--- src/rtl/fir_sym_pipe.sv ---
// Symmetric-coefficient FIR: folded pre-adders, run-time loadable coefficients,
// fixed four-edge pipeline (taps, pre-add, multiply, sum/scale/saturate).
module fir_sym_pipe #(
    parameter int unsigned DATA_W = 16,
    parameter int unsigned COEF_W = 16,
    parameter int unsigned TAPS   = 9,
    parameter int unsigned SHIFT  = 0,
    localparam int unsigned M     = (TAPS + 1) / 2,
    localparam int unsigned AW    = $clog2(M),
    localparam int unsigned ACC_W = DATA_W + 1 + COEF_W + $clog2(M)
) (
    input  logic                     clk,
    input  logic                     rstN,
    input  logic                     clr,
    input  logic                     in_valid,
    input  logic signed [DATA_W-1:0] x,
    input  logic                     coef_we,
    input  logic [AW-1:0]            coef_addr,
    input  logic signed [COEF_W-1:0] coef_data,
    output logic                     out_valid,
    output logic signed [DATA_W-1:0] y,
    output logic                     sat
);

    localparam int unsigned PW = DATA_W + 1;
    localparam int unsigned MW = PW + COEF_W;

    localparam logic signed [ACC_W-1:0] Y_MAX =
        {{(ACC_W - DATA_W + 1){1'b0}}, {(DATA_W - 1){1'b1}}};
    localparam logic signed [ACC_W-1:0] Y_MIN = ~Y_MAX;

    logic signed [DATA_W-1:0] tap_q  [TAPS];
    logic signed [COEF_W-1:0] coef_q [M];
    logic signed [PW-1:0]     p_d    [M];
    logic signed [PW-1:0]     p_q    [M];
    logic signed [MW-1:0]     m_d    [M];
    logic signed [MW-1:0]     m_q    [M];
    logic signed [ACC_W-1:0]  acc;
    logic signed [ACC_W-1:0]  scaled;
    logic signed [DATA_W-1:0] y_d, y_q;
    logic                     sat_d, sat_q;
    logic [3:0]               vld_q;

    // Delay line only moves on accepted samples, so bubbles leave the window intact.
    always_ff @(posedge clk or negedge rstN) begin
        if (!rstN) begin
            for (int i = 0; i < int'(TAPS); i++) tap_q[i] <= '0;
        end else if (clr) begin
            for (int i = 0; i < int'(TAPS); i++) tap_q[i] <= '0;
        end else if (in_valid) begin
            tap_q[0] <= x;
            for (int i = 1; i < int'(TAPS); i++) tap_q[i] <= tap_q[i-1];
        end
    end

    // Coefficients survive clr; only reset clears them.
    always_ff @(posedge clk or negedge rstN) begin
        if (!rstN) begin
            for (int i = 0; i < int'(M); i++) coef_q[i] <= '0;
        end else if (coef_we && (32'(coef_addr) < M)) begin
            coef_q[coef_addr] <= coef_data;
        end
    end

    for (genvar i = 0; i < int'(M) - 1; i++) begin : g_pre
        assign p_d[i] = PW'(tap_q[i]) + PW'(tap_q[TAPS-1-i]);
    end
    assign p_d[M-1] = PW'(tap_q[M-1]);

    for (genvar i = 0; i < int'(M); i++) begin : g_mul
        assign m_d[i] = MW'(p_q[i]) * MW'(coef_q[i]);
    end

    always_ff @(posedge clk or negedge rstN) begin
        if (!rstN) begin
            for (int i = 0; i < int'(M); i++) begin
                p_q[i] <= '0;
                m_q[i] <= '0;
            end
        end else if (clr) begin
            for (int i = 0; i < int'(M); i++) begin
                p_q[i] <= '0;
                m_q[i] <= '0;
            end
        end else begin
            for (int i = 0; i < int'(M); i++) begin
                p_q[i] <= p_d[i];
                m_q[i] <= m_d[i];
            end
        end
    end

    // ACC_W leaves room for M full-width products, so the sum never wraps.
    always_comb begin
        acc = '0;
        for (int i = 0; i < int'(M); i++) acc = acc + ACC_W'(m_q[i]);
        scaled = acc >>> SHIFT;
        y_d    = scaled[DATA_W-1:0];
        sat_d  = 1'b0;
        if (scaled > Y_MAX) begin
            y_d   = Y_MAX[DATA_W-1:0];
            sat_d = 1'b1;
        end else if (scaled < Y_MIN) begin
            y_d   = Y_MIN[DATA_W-1:0];
            sat_d = 1'b1;
        end
    end

    always_ff @(posedge clk or negedge rstN) begin
        if (!rstN) begin
            y_q   <= '0;
            sat_q <= 1'b0;
            vld_q <= '0;
        end else if (clr) begin
            y_q   <= '0;
            sat_q <= 1'b0;
            vld_q <= '0;
        end else begin
            y_q   <= y_d;
            sat_q <= sat_d;
            vld_q <= {vld_q[2:0], in_valid};
        end
    end

    assign out_valid = vld_q[3];
    assign y         = y_q;
    assign sat       = sat_q;

endmodule

--- config.mk ---
export PLATFORM = sky130hd
export DESIGN_NAME = fir_sym_pipe
export DESIGN_NICKNAME = d
export VERILOG_FILES = /design/src/rtl/fir_sym_pipe.sv
export SDC_FILE = /design/constraint.sdc
export NUM_CORES = 2
export LEC_CHECK = 0
export BUFFER_PORTS_ARGS = -buffer_cell sky130_fd_sc_hd__buf_4
export CORE_MARGIN = 2
export CORE_UTILIZATION = 45
export DETAILED_ROUTE_END_ITERATION = 10
export GPL_ROUTABILITY_DRIVEN = 1
export MAX_ROUTING_LAYER = met4
export PLACE_DENSITY = 0.69
export REMOVE_ABC_BUFFERS = 1
export SLEW_MARGIN = 20
export SYNTH_ARGS = -nofsm -noshare
export SYNTH_HDL_FRONTEND = slang
export SYNTH_SLANG_ARGS = --single-unit
--- constraint.sdc ---
create_clock -name clk -period 8.3 [get_ports clk]
set_clock_uncertainty 0.05 [all_clocks]
set_input_delay 1.245 -clock clk [delete_from_list [all_inputs] [get_ports clk]]
set_output_delay 1.245 -clock clk [all_outputs]
set_load 0.05 [all_outputs]
== Yosys cells after proc, flatten, opt, wreduce, memory -nomap -nowiden ==
Index checks and enable logic that the tools add are counted.
Widths: inputs -> output; s select.
Word-level totals
  register bits after elaboration: 495
  output and inout port bits: 18
  word-level logic and storage cells: 63
Cells by class
  bitwise operators: 1
  order comparisons: 5
  multipliers: 5
  add/sub/neg operators: 8
  reduce and logical (&&, ||, !) cells: 3
  mux-type cells: 14
Operators by type and width (number)
  $mux 144: 2
  $mul 17x16->33: 5
  $mux 165: 1
  $mux 85: 1
  $bwmux 80: 1
  $add 16x16->17: 4
  $mux 16: 4
  $demux 16 s3: 1
  $add 35x33->36: 1
  $add 36x33->36: 1
  $gt 36x16->1 const B: 1
  $lt 36x16->1 const B: 1
  $add 34x33->35: 1
  $add 33x33->34: 1
  $ge 4x4->1 const B: 1
  $lt 4x1->1 const B: 1
  $mux 4: 1
  $not 3->4: 1
  $lt 3x3->1 const B: 1
  $mux 1: 3
  $logic_and 1x1->1: 2
  $reduce_bool 2->1: 1

== Longest topological paths before layout ==
  depth after elaboration: 8
  mapped depth: 27

== Worst setup path after synthesis ==
Ideal clock, no wire load.
  path kind: register to register
  start point: reg coef_q[52] (netlist name)
  end point: reg m_q[131] (netlist name)
  path slack: 1.804 ns
  data arrival time: 6.315 ns
  required time: 8.118 ns
  stages on the path, launching flop included: 26
  cell sequence: dfrtp_1 -> clkbuf_1 -> clkbuf_1 -> nand2_1 -> fa_1 -> inv_1 -> fa_1 -> inv_1 -> fa_1 -> fa_1 -> inv_1 -> fa_1 -> inv_1 -> fa_1 -> inv_1 -> ha_1 -> and4_1 -> and3_1 -> and3_1 -> o311ai_0 -> a31oi_1 -> o21ai_0 -> a21oi_1 -> a211oi_1 -> xnor2_1 -> nor2_1
Between the ends
  cells in the longest elaborated chain, start to end: 2
Ends and longest elaborated chain
  start, declared: line 33  | logic signed [COEF_W-1:0] coef_q [M];
  start signal, assigned by index: line 61  | coef_q[coef_addr] <= coef_data;
  $mul 17x16->33: line 71  | assign m_d[i] = MW'(p_q[i]) * MW'(coef_q[i]);
  $mux 165: line 80  | end else if (clr) begin
  end signal, assigned by index: line 88  | m_q[i] <= m_d[i];
  end, declared: line 37  | logic signed [MW-1:0] m_q [M];
No other way between the ends.
A chain may end at the register's enable or synchronous reset.

== Worst setup path in the final report ==
Ends and elaborated chain as after synthesis.

==> flow_summary.json <==
{
  "status": "finished clean",
  "netlist_instances": 7932,
  "antenna_found_initial": 16,
  "nFillCells": 15400,
  "cts.repair.resized": 0,
  "ant_nets": 0,
  "fmax_mhz": 141,
  "finalCriticalPeriod_ns": 7.12,
  "wirelength_mm": 203,
  "comb_power_share_pct": 56.5,
  "grt_pass1_vias": 58000,
  "ys_types": 80,
  "path_buf_inv": 6,
  "critical-path-slowest-cell": "dfrtp_1",
  "worstPathCellList": "nand2_1, fa_1, inv_1, fa_1, inv_1, fa_1, fa_1, inv_1, fa_1, inv_1, fa_1, inv_1, ha_1, and4_1, and3_1, and3_1, o311ai_0, buf_4, a31oi_1, o21ai_0, a21oi_1, a211oi_1, xnor2_1, nor2_1",
  "area_growth_pct": 6.16,
  "clkPwrFrac_pct": 20.3,
  "core_um2": 167000,
  "place_area_um2": 77900,
  "synth_edf_count": 0,
  "row_count": 150,
  "syn_area_um2": 75400,
  "overflow": 0,
  "clk_pin_slew_worst_paths_ns": 0.06,
  "cts.sinks": 494,
  "p_sw_share_pct": 48.9,
  "startpoint_type": "flip-flop",
  "htreeDepth": 3,
  "port_buffers": 57,
  "leakage_nw": 39.0,
  "crit_type": "reg2reg",
  "fin_cells": 10100,
  "post-route-period-util_pct": 85.7,
  "cp_common_cell": "fa_1",
  "grtUsageTotal_pct": 25.9,
  "cts_tree": "done",
  "worst_ir_drop_vdd_uv": 305,
  "numCtsBuffers": 66,
  "regArea_um2": 12400,
  "power_density_nw_per_um2": 183,
  "die_y_um": 413,
  "worstPathArrival_ns": 7.57,
  "seqPwrFrac_pct": 23.2,
  "synthArstFlopShare_pct": 100,
  "slowest_delay_ns": 0.86,
  "finalSetupTns_ns": 0,
  "maxCapViolCount": 0,
  "yosysWarnings": 0,
  "ys.flop_type": "dfrtp_1",
  "setup_viol": 0,
  "min_path_type": "reg2reg",
  "drtPass1Iterations": 7,
  "hpwl_mm": 165,
  "path_delay_family": "adder cells",
  "synth_seq_area_share_pct": 16.4,
  "die_area_um2": 171000,
  "switchingPower_mw": 7.18,
  "place_ws_ns": 1.27,
  "cts-hold-fix-buffers": 0,
  "placed_cells": 9942,
  "drt-initial-drc-count": 3873,
  "slew_headroom_pct": 22.8,
  "worst_pin_slew_ns": 1.16,
  "ys_ff_latch": 494,
  "place.gp.congestion": 0.965,
  "grt_max_degree": 151,
  "setup_ws_ns": 1.18,
  "clock_latency_ns": 0.68,
  "hold_violations": 0,
  "syn_avg_cell_area_um2": 9.51,
  "rsz0062_at_grt": "false",
  "multiInputGateArea_um2": 55000,
  "drv_slew": 0,
  "wl_per_cell_um": 20.1,
  "cts_setup_buffers": 0,
  "final_nets": 9841,
  "io_pins": 58,
  "fin_area_um2": 80100,
  "dieWidth_um": 413,
  "critPathMaxFanout": 18,
  "grt_pass1_wl_mm": 328,
  "viasPerCell": 5.23,
  "drive_gt1_share_pct": 3.96,
  "hold_slack_ns": 0.428,
  "intPower_mw": 7.51,
  "clock_tree.buffer_depth": 3,
  "endpoint_kind": "flip-flop",
  "drc_errors": 0,
  "dr_total_vias": 52700,
  "start_util_pct": 45.2,
  "worstPathRequired_ns": 8.76,
  "cts-root-buf": "clkbuf_16"
}
[flip-flops by register name, summed over array words and instances, names as in the netlist]
| register | cells |
|---|---|
| p_d | 16 |
| p_q | 84 |
| tap_q | 128 |
| coef_q | 80 |
| y | 16 |
| vld_q | 4 |
| sat | 1 |
| m_q | 165 |
[cells in the final DEF (no fill, tap or decap), types with 56 or more instances in the layout]
master     count
a21oi_1      155
nand2_1      852
nand3_1       61
mux2_2        78
nor2b_1       71
buf_4         84
a21o_1        95
nor2_1       456
inv_1       1869
mux2i_1      146
xor2_1        83
o21ai_0      109
xnor2_1      156
dfrtp_1      494
ha_1         519
clkbuf_16     68
nand2b_1      87
fa_1        1476
and2_1       544
nor3_1        56
[kinds of logic (layout without fill, tap and decap cells)]
logic type	count (synthesis)	in the layout	share of synthesized area, %
and+or+nand+nor	2244	2244	14.2
buffers and inverters	2157	2081	10.8
adders and majority gates	1995	1995	47.8
AOI/OAI and AO/OA	579	579	5.01
DFF	494	494	16.4
xor gates and xnor gates	239	239	2.77
muxes	224	224	3.10
other	0	10	0
[path summary, 6_finish.rpt]
path	slack, ns	endpoint	cells past startpoint	startpoint
worst max-delay path	1.18	m_q[131]$_DFF_PN0_	24	coef_q[52]$_DFFE_PN0P_
max in group asynchronous	6.16	y[2]$_DFF_PN0_	2	rstN
worst max register to register	1.18	m_q[131]$_DFF_PN0_	24	coef_q[52]$_DFFE_PN0P_
min in group asynchronous	0.58	m_q[32]$_DFF_PN0_	1	rstN
worst min register to register	0.43	vld_q[2]$_DFF_PN0_	1	vld_q[1]$_DFF_PN0_
worst min-delay path	0.43	vld_q[2]$_DFF_PN0_	1	vld_q[1]$_DFF_PN0_
[stage by stage]
| step | power (mW) | util [%] |
|---|---|---|
| after floorplan | 8.85 | - |
| after global placement | 11.6 | 46.7 |
| after detailed placement | 11.7 | 46.7 |
| after CTS | 14.7 | 48.0 |
| after global routing | 15.9 | 48.0 |
| final | 14.7 | 48.0 |
[power groups by stage]
stage	logic, mW	registers (mW)	clock network, mW
4_1_cts	8.30	3.40	3.04
5_1_grt	9.29	3.46	3.14
6_report	8.30	3.40	2.98
3_3_place_gp	8.17	3.43	0
2_1_floorplan	5.65	3.19	0
3_5_place_dp	8.25	3.44	0
[cells in the mapped netlist (9+ instances only)]
cell type | number | share of area [%]
a211oi_1 | 29 | 0.29
a21o_1 | 95 | 0.95
a21oi_1 | 155 | 1.0
a31oi_1 | 26 | 0.22
and2_1 | 544 | 4.5
and3_1 | 23 | 0.19
buf_1 | 14 | 0.070
clkbuf_1 | 259 | 1.3
dfrtp_1 | 494 | 16
fa_1 | 1476 | 39
ha_1 | 519 | 8.6
inv_1 | 1869 | 9.3
mux2_2 | 78 | 1.2
mux2i_1 | 146 | 1.9
nand2_1 | 852 | 4.2
nand2b_1 | 87 | 0.72
nand3_1 | 61 | 0.40
nand4_1 | 23 | 0.19
nor2_1 | 456 | 2.3
nor2b_1 | 71 | 0.59
nor3_1 | 58 | 0.38
nor4_1 | 11 | 0.091
o2111ai_1 | 11 | 0.13
o211ai_1 | 24 | 0.24
o21a_1 | 24 | 0.24
o21ai_0 | 109 | 0.72
o21bai_1 | 21 | 0.21
o31ai_1 | 9 | 0.090
o41ai_1 | 10 | 0.12
or2_2 | 11 | 0.091
or3_1 | 12 | 0.099
xnor2_1 | 156 | 1.8
xor2_1 | 83 | 0.96
[final cells by class]
| type | count | share of cell area (%) |
|---|---|---|
| clock inverters | 35 | 0.475 |
| diodes | 10 | 0.0312 |
| clock buffers | 83 | 2.29 |
| inverters | 1874 | 8.78 |
| flip-flops and latches | 494 | 15.4 |
| well taps | 2204 | 3.44 |
| repair buffers | 89 | 0.892 |
| multi-input cells | 5281 | 68.6 |
[metal layers]
layer	GRT usage, %	up-vias	wire (um)
li1	-	23400	-
met1	31.8	27400	81900
met2	41.1	1497	96600
met3	4.43	435	12000
met4	13.1	0	12200
met5	-	-	0
Note: power is estimated with default switching activity, not from simulation.
